**src/rtl/id_stage_pkg.sv**
```systemverilog
// Shared definitions for the instruction-decode stage of the 8-bit RISC-V pipeline.
// Holds opcode constants, the canonical NOP word, alu_op encodings and the default
// datapath width used by the stage, its interface and its register file.
package id_stage_pkg;

  localparam int unsigned DefaultDataWidth = 8;

  // addi x0, x0, 0
  localparam logic [31:0] NopInstr = 32'h0000_0013;

  localparam logic [6:0] OpcRtype  = 7'b0110011;
  localparam logic [6:0] OpcItype  = 7'b0010011;
  localparam logic [6:0] OpcLoad   = 7'b0000011;
  localparam logic [6:0] OpcStore  = 7'b0100011;
  localparam logic [6:0] OpcBranch = 7'b1100011;

  typedef enum logic [1:0] {
    AluAdd    = 2'b00,
    AluBranch = 2'b01,
    AluRtype  = 2'b10,
    AluItype  = 2'b11
  } alu_op_e;

endpackage

```
**src/rtl/id_stage_if.sv**
```systemverilog
// Bus between the decode stage and its neighbours: fetch inputs, write-back and EX
// hazard inputs, and all decoded outputs. The slave modport is the decode stage side;
// the master modport is the surrounding pipeline (or a bench) side.
interface id_stage_if #(
  parameter int unsigned PC_SIZE    = 32,
  parameter int unsigned DATA_WIDTH = id_stage_pkg::DefaultDataWidth
);
  logic [PC_SIZE-1:0]    PC_in;
  logic [31:0]           instruction_in;
  logic                  PCScr;
  logic                  reg_write_WB;
  logic [4:0]            rd_WB;
  logic [DATA_WIDTH-1:0] write_data_WB;
  logic                  mem_read_EX;
  logic [4:0]            rd_EX;

  logic                  stall;
  logic                  valid_ID;
  logic [PC_SIZE-1:0]    PC_ID;
  logic [DATA_WIDTH-1:0] read_data1;
  logic [DATA_WIDTH-1:0] read_data2;
  logic [DATA_WIDTH-1:0] imm;
  logic [4:0]            rs1;
  logic [4:0]            rs2;
  logic [4:0]            rd;
  logic [2:0]            funct3;
  logic                  funct7_b5;
  logic                  reg_write;
  logic                  mem_read;
  logic                  mem_write;
  logic                  alu_src;
  logic                  branch;
  logic [1:0]            alu_op;
  logic                  illegal;

  modport master (
    output PC_in, instruction_in, PCScr, reg_write_WB, rd_WB, write_data_WB, mem_read_EX,
           rd_EX,
    input  stall, valid_ID, PC_ID, read_data1, read_data2, imm, rs1, rs2, rd, funct3,
           funct7_b5, reg_write, mem_read, mem_write, alu_src, branch, alu_op, illegal
  );

  modport slave (
    input  PC_in, instruction_in, PCScr, reg_write_WB, rd_WB, write_data_WB, mem_read_EX,
           rd_EX,
    output stall, valid_ID, PC_ID, read_data1, read_data2, imm, rs1, rs2, rd, funct3,
           funct7_b5, reg_write, mem_read, mem_write, alu_src, branch, alu_op, illegal
  );
endinterface

```
**src/rtl/id_stage_reg_file.sv**
```systemverilog
// 32 x DATA_WIDTH register file: two asynchronous read ports, one write port.
// Ports: clock/reset (async, active-high), we/waddr/wdata write port,
// raddr1/raddr2 -> rdata1/rdata2 read ports. x0 is hardwired to zero and reads are
// write-first, so a same-cycle write to the read register is forwarded.
module id_stage_reg_file #(
  parameter int unsigned DATA_WIDTH = 8
) (
  input  logic                  clock,
  input  logic                  reset,
  input  logic                  we,
  input  logic [4:0]            waddr,
  input  logic [DATA_WIDTH-1:0] wdata,
  input  logic [4:0]            raddr1,
  input  logic [4:0]            raddr2,
  output logic [DATA_WIDTH-1:0] rdata1,
  output logic [DATA_WIDTH-1:0] rdata2
);

  logic [DATA_WIDTH-1:0] regs_q [32];

  always_ff @(posedge clock or posedge reset) begin
    if (reset) begin
      for (int i = 0; i < 32; i++) regs_q[i] <= '0;
    end else if (we && (waddr != 5'd0)) begin
      regs_q[waddr] <= wdata;
    end
  end

  always_comb begin
    rdata1 = '0;
    rdata2 = '0;
    if (raddr1 != 5'd0) rdata1 = (we && (waddr == raddr1)) ? wdata : regs_q[raddr1];
    if (raddr2 != 5'd0) rdata2 = (we && (waddr == raddr2)) ? wdata : regs_q[raddr2];
  end

endmodule

```
**src/rtl/id_stage.sv**
```systemverilog
// Instruction-decode stage: IF/ID pipeline register, decoder, immediate generator,
// register file and load-use hazard detection.
// Ports: clock, reset (async, active-high), bus (id_stage_if.slave) carrying fetch
// inputs (PC_in, instruction_in, PCScr), write-back (reg_write_WB, rd_WB,
// write_data_WB), EX hazard info (mem_read_EX, rd_EX) and all decoded outputs.
module id_stage import id_stage_pkg::*; #(
  parameter int unsigned PC_SIZE    = 32,
  parameter int unsigned DATA_WIDTH = DefaultDataWidth
) (
  input logic       clock,
  input logic       reset,
  id_stage_if.slave bus
);

  logic [PC_SIZE-1:0] pc_q;
  logic [31:0]        instr_q;
  logic               valid_q;
  logic               stall;

  // Flush beats stall so a taken branch never leaves a stale instruction behind.
  always_ff @(posedge clock or posedge reset) begin
    if (reset) begin
      pc_q    <= '0;
      instr_q <= NopInstr;
      valid_q <= 1'b0;
    end else if (bus.PCScr) begin
      instr_q <= NopInstr;
      valid_q <= 1'b0;
    end else if (!stall) begin
      pc_q    <= bus.PC_in;
      instr_q <= bus.instruction_in;
      valid_q <= 1'b1;
    end
  end

  logic [6:0] opcode;
  logic [4:0] rs1, rs2;
  assign opcode = instr_q[6:0];
  assign rs1    = instr_q[19:15];
  assign rs2    = instr_q[24:20];

  logic    dec_reg_write, dec_mem_read, dec_mem_write, dec_alu_src, dec_branch, dec_illegal;
  logic    rs1_used, rs2_used;
  alu_op_e dec_alu_op;
  logic [31:0] imm_full;

  always_comb begin
    dec_reg_write = 1'b0;
    dec_mem_read  = 1'b0;
    dec_mem_write = 1'b0;
    dec_alu_src   = 1'b0;
    dec_branch    = 1'b0;
    dec_illegal   = 1'b0;
    dec_alu_op    = AluAdd;
    rs1_used      = 1'b1;
    rs2_used      = 1'b0;
    case (opcode)
      OpcRtype: begin
        dec_reg_write = 1'b1;
        dec_alu_op    = AluRtype;
        rs2_used      = 1'b1;
      end
      OpcItype: begin
        dec_reg_write = 1'b1;
        dec_alu_src   = 1'b1;
        dec_alu_op    = AluItype;
      end
      OpcLoad: begin
        dec_reg_write = 1'b1;
        dec_mem_read  = 1'b1;
        dec_alu_src   = 1'b1;
      end
      OpcStore: begin
        dec_mem_write = 1'b1;
        dec_alu_src   = 1'b1;
        rs2_used      = 1'b1;
      end
      OpcBranch: begin
        dec_branch = 1'b1;
        dec_alu_op = AluBranch;
        rs2_used   = 1'b1;
      end
      default: begin
        dec_illegal = 1'b1;
        rs1_used    = 1'b0;
      end
    endcase
  end

  // Full sign-extended immediate; only the low DATA_WIDTH bits leave the stage.
  always_comb begin
    case (opcode)
      OpcStore:  imm_full = {{20{instr_q[31]}}, instr_q[31:25], instr_q[11:7]};
      OpcBranch: imm_full = {{19{instr_q[31]}}, instr_q[31], instr_q[7], instr_q[30:25],
                             instr_q[11:8], 1'b0};
      default:   imm_full = {{20{instr_q[31]}}, instr_q[31:20]};
    endcase
  end

  logic unused_imm;
  assign unused_imm = ^imm_full[31:DATA_WIDTH];

  assign stall = valid_q && bus.mem_read_EX && (bus.rd_EX != 5'd0) &&
                 (((bus.rd_EX == rs1) && rs1_used) || ((bus.rd_EX == rs2) && rs2_used));

  // Bubble into EX whenever ID is empty or stalled.
  logic ctrl_en;
  assign ctrl_en = valid_q && !stall;

  assign bus.stall     = stall;
  assign bus.valid_ID  = valid_q;
  assign bus.PC_ID     = pc_q;
  assign bus.imm       = imm_full[DATA_WIDTH-1:0];
  assign bus.rs1       = rs1;
  assign bus.rs2       = rs2;
  assign bus.rd        = instr_q[11:7];
  assign bus.funct3    = instr_q[14:12];
  assign bus.funct7_b5 = instr_q[30];
  assign bus.reg_write = ctrl_en && dec_reg_write;
  assign bus.mem_read  = ctrl_en && dec_mem_read;
  assign bus.mem_write = ctrl_en && dec_mem_write;
  assign bus.alu_src   = ctrl_en && dec_alu_src;
  assign bus.branch    = ctrl_en && dec_branch;
  assign bus.illegal   = ctrl_en && dec_illegal;
  assign bus.alu_op    = ctrl_en ? dec_alu_op : AluAdd;

  id_stage_reg_file #(
    .DATA_WIDTH(DATA_WIDTH)
  ) u_reg_file (
    .clock  (clock),
    .reset  (reset),
    .we     (bus.reg_write_WB),
    .waddr  (bus.rd_WB),
    .wdata  (bus.write_data_WB),
    .raddr1 (rs1),
    .raddr2 (rs2),
    .rdata1 (bus.read_data1),
    .rdata2 (bus.read_data2)
  );

endmodule

```
**src/flat_wrapper.sv**
```systemverilog
// flat-port wrapper written by rule: the top's interface ports become plain ports
module id_stage_flat import id_stage_pkg::*;
#(
  parameter int unsigned PC_SIZE    = 32,
  parameter int unsigned DATA_WIDTH = DefaultDataWidth
)
  (clock, reset, bus_PC_in, bus_instruction_in, bus_PCScr, bus_reg_write_WB, bus_rd_WB, bus_write_data_WB, bus_mem_read_EX, bus_rd_EX, bus_stall, bus_valid_ID, bus_PC_ID, bus_read_data1, bus_read_data2, bus_imm, bus_rs1, bus_rs2, bus_rd, bus_funct3, bus_funct7_b5, bus_reg_write, bus_mem_read, bus_mem_write, bus_alu_src, bus_branch, bus_alu_op, bus_illegal);
  id_stage_if #(.PC_SIZE(PC_SIZE), .DATA_WIDTH(DATA_WIDTH)) bus_i ();
  input logic clock;
  input logic reset;
  input wire logic [$bits(bus_i.PC_in)-1:0] bus_PC_in;
  input wire logic [$bits(bus_i.instruction_in)-1:0] bus_instruction_in;
  input wire logic [$bits(bus_i.PCScr)-1:0] bus_PCScr;
  input wire logic [$bits(bus_i.reg_write_WB)-1:0] bus_reg_write_WB;
  input wire logic [$bits(bus_i.rd_WB)-1:0] bus_rd_WB;
  input wire logic [$bits(bus_i.write_data_WB)-1:0] bus_write_data_WB;
  input wire logic [$bits(bus_i.mem_read_EX)-1:0] bus_mem_read_EX;
  input wire logic [$bits(bus_i.rd_EX)-1:0] bus_rd_EX;
  output wire logic [$bits(bus_i.stall)-1:0] bus_stall;
  output wire logic [$bits(bus_i.valid_ID)-1:0] bus_valid_ID;
  output wire logic [$bits(bus_i.PC_ID)-1:0] bus_PC_ID;
  output wire logic [$bits(bus_i.read_data1)-1:0] bus_read_data1;
  output wire logic [$bits(bus_i.read_data2)-1:0] bus_read_data2;
  output wire logic [$bits(bus_i.imm)-1:0] bus_imm;
  output wire logic [$bits(bus_i.rs1)-1:0] bus_rs1;
  output wire logic [$bits(bus_i.rs2)-1:0] bus_rs2;
  output wire logic [$bits(bus_i.rd)-1:0] bus_rd;
  output wire logic [$bits(bus_i.funct3)-1:0] bus_funct3;
  output wire logic [$bits(bus_i.funct7_b5)-1:0] bus_funct7_b5;
  output wire logic [$bits(bus_i.reg_write)-1:0] bus_reg_write;
  output wire logic [$bits(bus_i.mem_read)-1:0] bus_mem_read;
  output wire logic [$bits(bus_i.mem_write)-1:0] bus_mem_write;
  output wire logic [$bits(bus_i.alu_src)-1:0] bus_alu_src;
  output wire logic [$bits(bus_i.branch)-1:0] bus_branch;
  output wire logic [$bits(bus_i.alu_op)-1:0] bus_alu_op;
  output wire logic [$bits(bus_i.illegal)-1:0] bus_illegal;
  assign bus_i.PC_in = bus_PC_in;
  assign bus_i.instruction_in = bus_instruction_in;
  assign bus_i.PCScr = bus_PCScr;
  assign bus_i.reg_write_WB = bus_reg_write_WB;
  assign bus_i.rd_WB = bus_rd_WB;
  assign bus_i.write_data_WB = bus_write_data_WB;
  assign bus_i.mem_read_EX = bus_mem_read_EX;
  assign bus_i.rd_EX = bus_rd_EX;
  assign bus_stall = bus_i.stall;
  assign bus_valid_ID = bus_i.valid_ID;
  assign bus_PC_ID = bus_i.PC_ID;
  assign bus_read_data1 = bus_i.read_data1;
  assign bus_read_data2 = bus_i.read_data2;
  assign bus_imm = bus_i.imm;
  assign bus_rs1 = bus_i.rs1;
  assign bus_rs2 = bus_i.rs2;
  assign bus_rd = bus_i.rd;
  assign bus_funct3 = bus_i.funct3;
  assign bus_funct7_b5 = bus_i.funct7_b5;
  assign bus_reg_write = bus_i.reg_write;
  assign bus_mem_read = bus_i.mem_read;
  assign bus_mem_write = bus_i.mem_write;
  assign bus_alu_src = bus_i.alu_src;
  assign bus_branch = bus_i.branch;
  assign bus_alu_op = bus_i.alu_op;
  assign bus_illegal = bus_i.illegal;
  id_stage #(.PC_SIZE(PC_SIZE), .DATA_WIDTH(DATA_WIDTH)) u_core (.clock(clock), .reset(reset), .bus(bus_i));
endmodule
```
**config.mk**
```make
export PLATFORM = sky130hd
export DESIGN_NAME = id_stage_flat
export DESIGN_NICKNAME = d
export VERILOG_FILES = /design/src/rtl/id_stage_pkg.sv /design/src/rtl/id_stage_if.sv /design/src/rtl/id_stage_reg_file.sv /design/src/rtl/id_stage.sv /design/src/flat_wrapper.sv
export SDC_FILE = /design/constraint.sdc
export NUM_CORES = 1
export LEC_CHECK = 0
export CELL_PAD_IN_SITES_DETAIL_PLACEMENT = 1
export CELL_PAD_IN_SITES_GLOBAL_PLACEMENT = 1
export CORE_MARGIN = 1.5
export CORE_UTILIZATION = 56
export CTS_CLUSTER_SIZE = 20
export DETAILED_ROUTE_END_ITERATION = 10
export DONT_BUFFER_PORTS = 1
export HOLD_SLACK_MARGIN = 0.02
export PLACE_DENSITY_LB_ADDON = 0.1
export SETUP_SLACK_MARGIN = 0.05
export SYNTH_ARGS = -nofsm -noshare
export SYNTH_HDL_FRONTEND = slang
export SYNTH_SLANG_ARGS = --single-unit
```
**constraint.sdc**
```tcl
create_clock -name clock -period 15.66 [get_ports clock]
set_input_delay 1.566 -clock clock [delete_from_list [all_inputs] [get_ports clock]]
set_output_delay 1.566 -clock clock [all_outputs]
set_load 0.02 [all_outputs]
```
==> results.json <==
{
  "status": "finished, final reports clean",
  "wl_met2_mm": 23.7,
  "dpl.hpwl_mm": 31.6,
  "dieHeight_um": 178,
  "synth_edf_count": 0,
  "synth_area_leaders": "dfrtp_1 46%, mux2_2 18%, mux2i_1 15%",
  "fin_crit_sh": 0.394,
  "fin_setup_tns_ns": 0,
  "fin_skew_ns": 0.0115,
  "grt_max_degree": 102,
  "htree_num_levels": 2,
  "seq_area_mm2": 0.00797,
  "drv_slew": 0,
  "yosysMostFrequentCell": "dfrtp_1",
  "wl_met1_mm": 21.8,
  "async_flop_share": 1.00,
  "die-area_mm2": 0.0318,
  "multi_input_area_mm2": 0.00855,
  "synth_cell_type_count": 39,
  "seq_area_frac_synth": 0.463,
  "drt_iter0_markers": 838,
  "wl_per_cell_um": 29.1,
  "ys_warn_count": 0,
  "leakage_nw": 8.08,
  "hold_viol": 0,
  "ant_nets": 0,
  "root_buffer": "clkbuf_16",
  "cp_max_fo": 65,
  "worstSetupPathType": "flip-flop to output port",
  "setup_viol": 0,
  "drt-total-wl_mm": 50.4,
  "synth_nets": 1495,
  "clk_latency_ns": 0.52,
  "max_freq_ghz": 0.162,
  "groute.usage.overall": 0.322,
  "finalCriticalPeriod_ns": 6.17,
  "start_util": 0.574,
  "port_buffers": 0,
  "ys_seq_elements": 318,
  "place_congestion": 0.832,
  "cts_setup_buffers": 0,
  "arrival_ns": 4.61,
  "clock_sinks": 318,
  "synth_top_cells_by_count": "315 x dfrtp_1, 273 x mux2_2, 264 x mux2i_1",
  "vias": 11500,
  "drc": 0,
  "grt_pass1_vias": 12200,
  "required_ns": 14.09,
  "core_mm2": 0.0300,
  "rsz0062_at_grt": "no",
  "die_x_um": 178,
  "synth_area_mm2": 0.0172,
  "cts.hold.buffers_added": 0,
  "worstMarginPinSlew_ns": 1.26,
  "power_switching_share": 0.280,
  "reg2reg_depth": 7,
  "avgSynthCellArea_um2": 12.2,
  "cts_max_path_buffers": 3,
  "dr_wl_met3_mm": 3.15,
  "cap_violations": 0,
  "power_density_mw_per_mm2": 129,
  "cts_tree": "done",
  "syn2layout_area_growth_pct": 6.87,
  "synthCells": 1408,
  "relSlewSlack": 0.160,
  "power_frac_clock": 0.372,
  "top_layer": "met4",
  "holdPathStages": 0,
  "cts.repair.resized": 0,
  "switchingPower_mw": 0.664,
  "nets": 1405,
  "first_pass_iters": 5,
  "drive_gt1_frac": 0.300,
  "seqPwrFrac": 0.460,
  "io_pins": 172,
  "hp-class": "flip-flop to flip-flop",
  "numCtsBuffers": 37,
  "synth_top_area_frac": 0.458,
  "p_comb_frac": 0.168,
  "power.internal_mw": 1.71,
  "vias_per_cell": 6.67,
  "synth-main-ff-cell": "dfrtp_1",
  "peakVddDrop_v": 0.000100,
  "num-fill-cells": 2868,
  "diodes": 0,
  "core.rowCount": 63,
  "antenna_found_initial": 0,
  "cts.clk_slew.worst_paths_ns": 0.05,
  "yosysTopAreaCell": "dfrtp_1",
  "worst_setup_path_start_kind": "flip-flop",
  "critPathCaptureType": "output port",
  "total_power_mw": 2.37,
  "overflow": 0,
  "grt_pass1_wl_mm": 76.1
}
==> layout make-up <==
class,instances,share of cell area
Tap cell,390,0.0265
Multi-Input combinational cell,941,0.465
Clock buffer,52,0.0585
Clock inverter,10,0.00871
Inverter,4,0.00123
Sequential cell,318,0.433
Timing Repair Buffer,16,0.00653
==> power groups by stage <==
stage / Sequential, mW / Clock [mW] / Combinational [mW]
3_5_place_dp: 1.10 / 0 / 0.395
6_report: 1.09 / 0.883 / 0.398
5_1_grt: 1.11 / 0.925 / 0.429
3_3_place_gp: 1.09 / 0 / 0.376
4_1_cts: 1.09 / 0.895 / 0.399
2_1_floorplan: 1.06 / 0 / 0.338
==> final timing paths <==
path	start	to	slack [ns]
setup / recovery	u_core.instr_q[20]	bus_read_data2[5]	9.49
hold / removal	u_core.u_reg_file.regs_q[253]	u_core.u_reg_file.regs_q[253]	0.39
setup reg to reg	u_core.instr_q[15]	u_core.bus.PC_ID[29]	12.34
hold reg to reg	u_core.u_reg_file.regs_q[253]	u_core.u_reg_file.regs_q[253]	0.39
max in group asynchronous	reset	u_core.u_reg_file.regs_q[28]	12.25
min in group asynchronous	reset	u_core.bus.PC_ID[23]	1.02
==> state kept, by name, indices dropped and copies added (netlist names) <==
| register | cells |
|---|---|
| u_core.bus.PC_ID | 32 |
| u_core.bus.valid_ID | 1 |
| u_core.instr_q | 29 |
| u_core.u_reg_file.regs_q | 256 |
==> per-stage QoR <==
step	cell area, µm²	cells	util	hold WS [ns]	worst slack, ns
6_report	18400	1731	0.614	0.395	9.49
5_1_grt	18400	1731	0.614	0.414	9.33
4_1_cts	18400	1731	0.614	0.402	9.50
3_5_place_dp	17100	1669	0.573	0.390	10.11
2_1_floorplan	17200	1408	-	0.449	5.30
3_3_place_gp	17100	1669	0.573	0.385	10.14
==> layer usage <==
metal,GRT usage,vias to the layer above
met4,0.111,0
li1,-,5009
met3,0.0667,100
met5,0,-
met1,0.435,6103
met2,0.515,334
==> worst max-delay path: stages, from the launching register on <==
cell     delay, ns
dfrtp_4       0.81
buf_4         0.96
buf_4         0.77
mux2i_1       0.22
a22oi_1       0.40
a31oi_1       0.27
a31oi_1       0.56
==> cells in the final DEF, fill, tap and decap left out, types with 3 or more instances in the layout <==
master	netlist	routed
a211oi_1	16	16
a22oi_1	112	112
a31oi_1	48	48
and2_1	6	5
and3_1	19	19
buf_4	23	16
bufinv_16	0	4
clkbuf_1	73	8
clkbuf_16	0	39
clkbuf_8	0	5
clkinv_2	0	3
dfrtp_1	315	313
dfstp_2	3	3
inv_1	4	3
mux2_2	273	273
mux2_4	28	28
mux2i_1	264	264
nand2_1	22	22
nand2b_1	6	6
nand3_1	7	7
nand3b_1	5	5
nor2_1	41	39
nor2_2	13	15
nor2b_1	8	4
nor2b_2	0	4
nor3_1	3	3
nor3b_1	4	4
o21ai_0	32	32
xnor2_1	10	10
xor2_1	10	10
==> logic make-up after synthesis <==
group / Yosys count / share of synthesized area
AO/OA/AOI/OAI: 214 / 0.0858
buffers and inverters: 149 / 0.0418
multiplexers: 565 / 0.357
flip-flops: 318 / 0.463
AND/OR/NAND/NOR: 142 / 0.0426
XOR/XNOR: 20 / 0.0102
(Power assumes the default switching activity.)
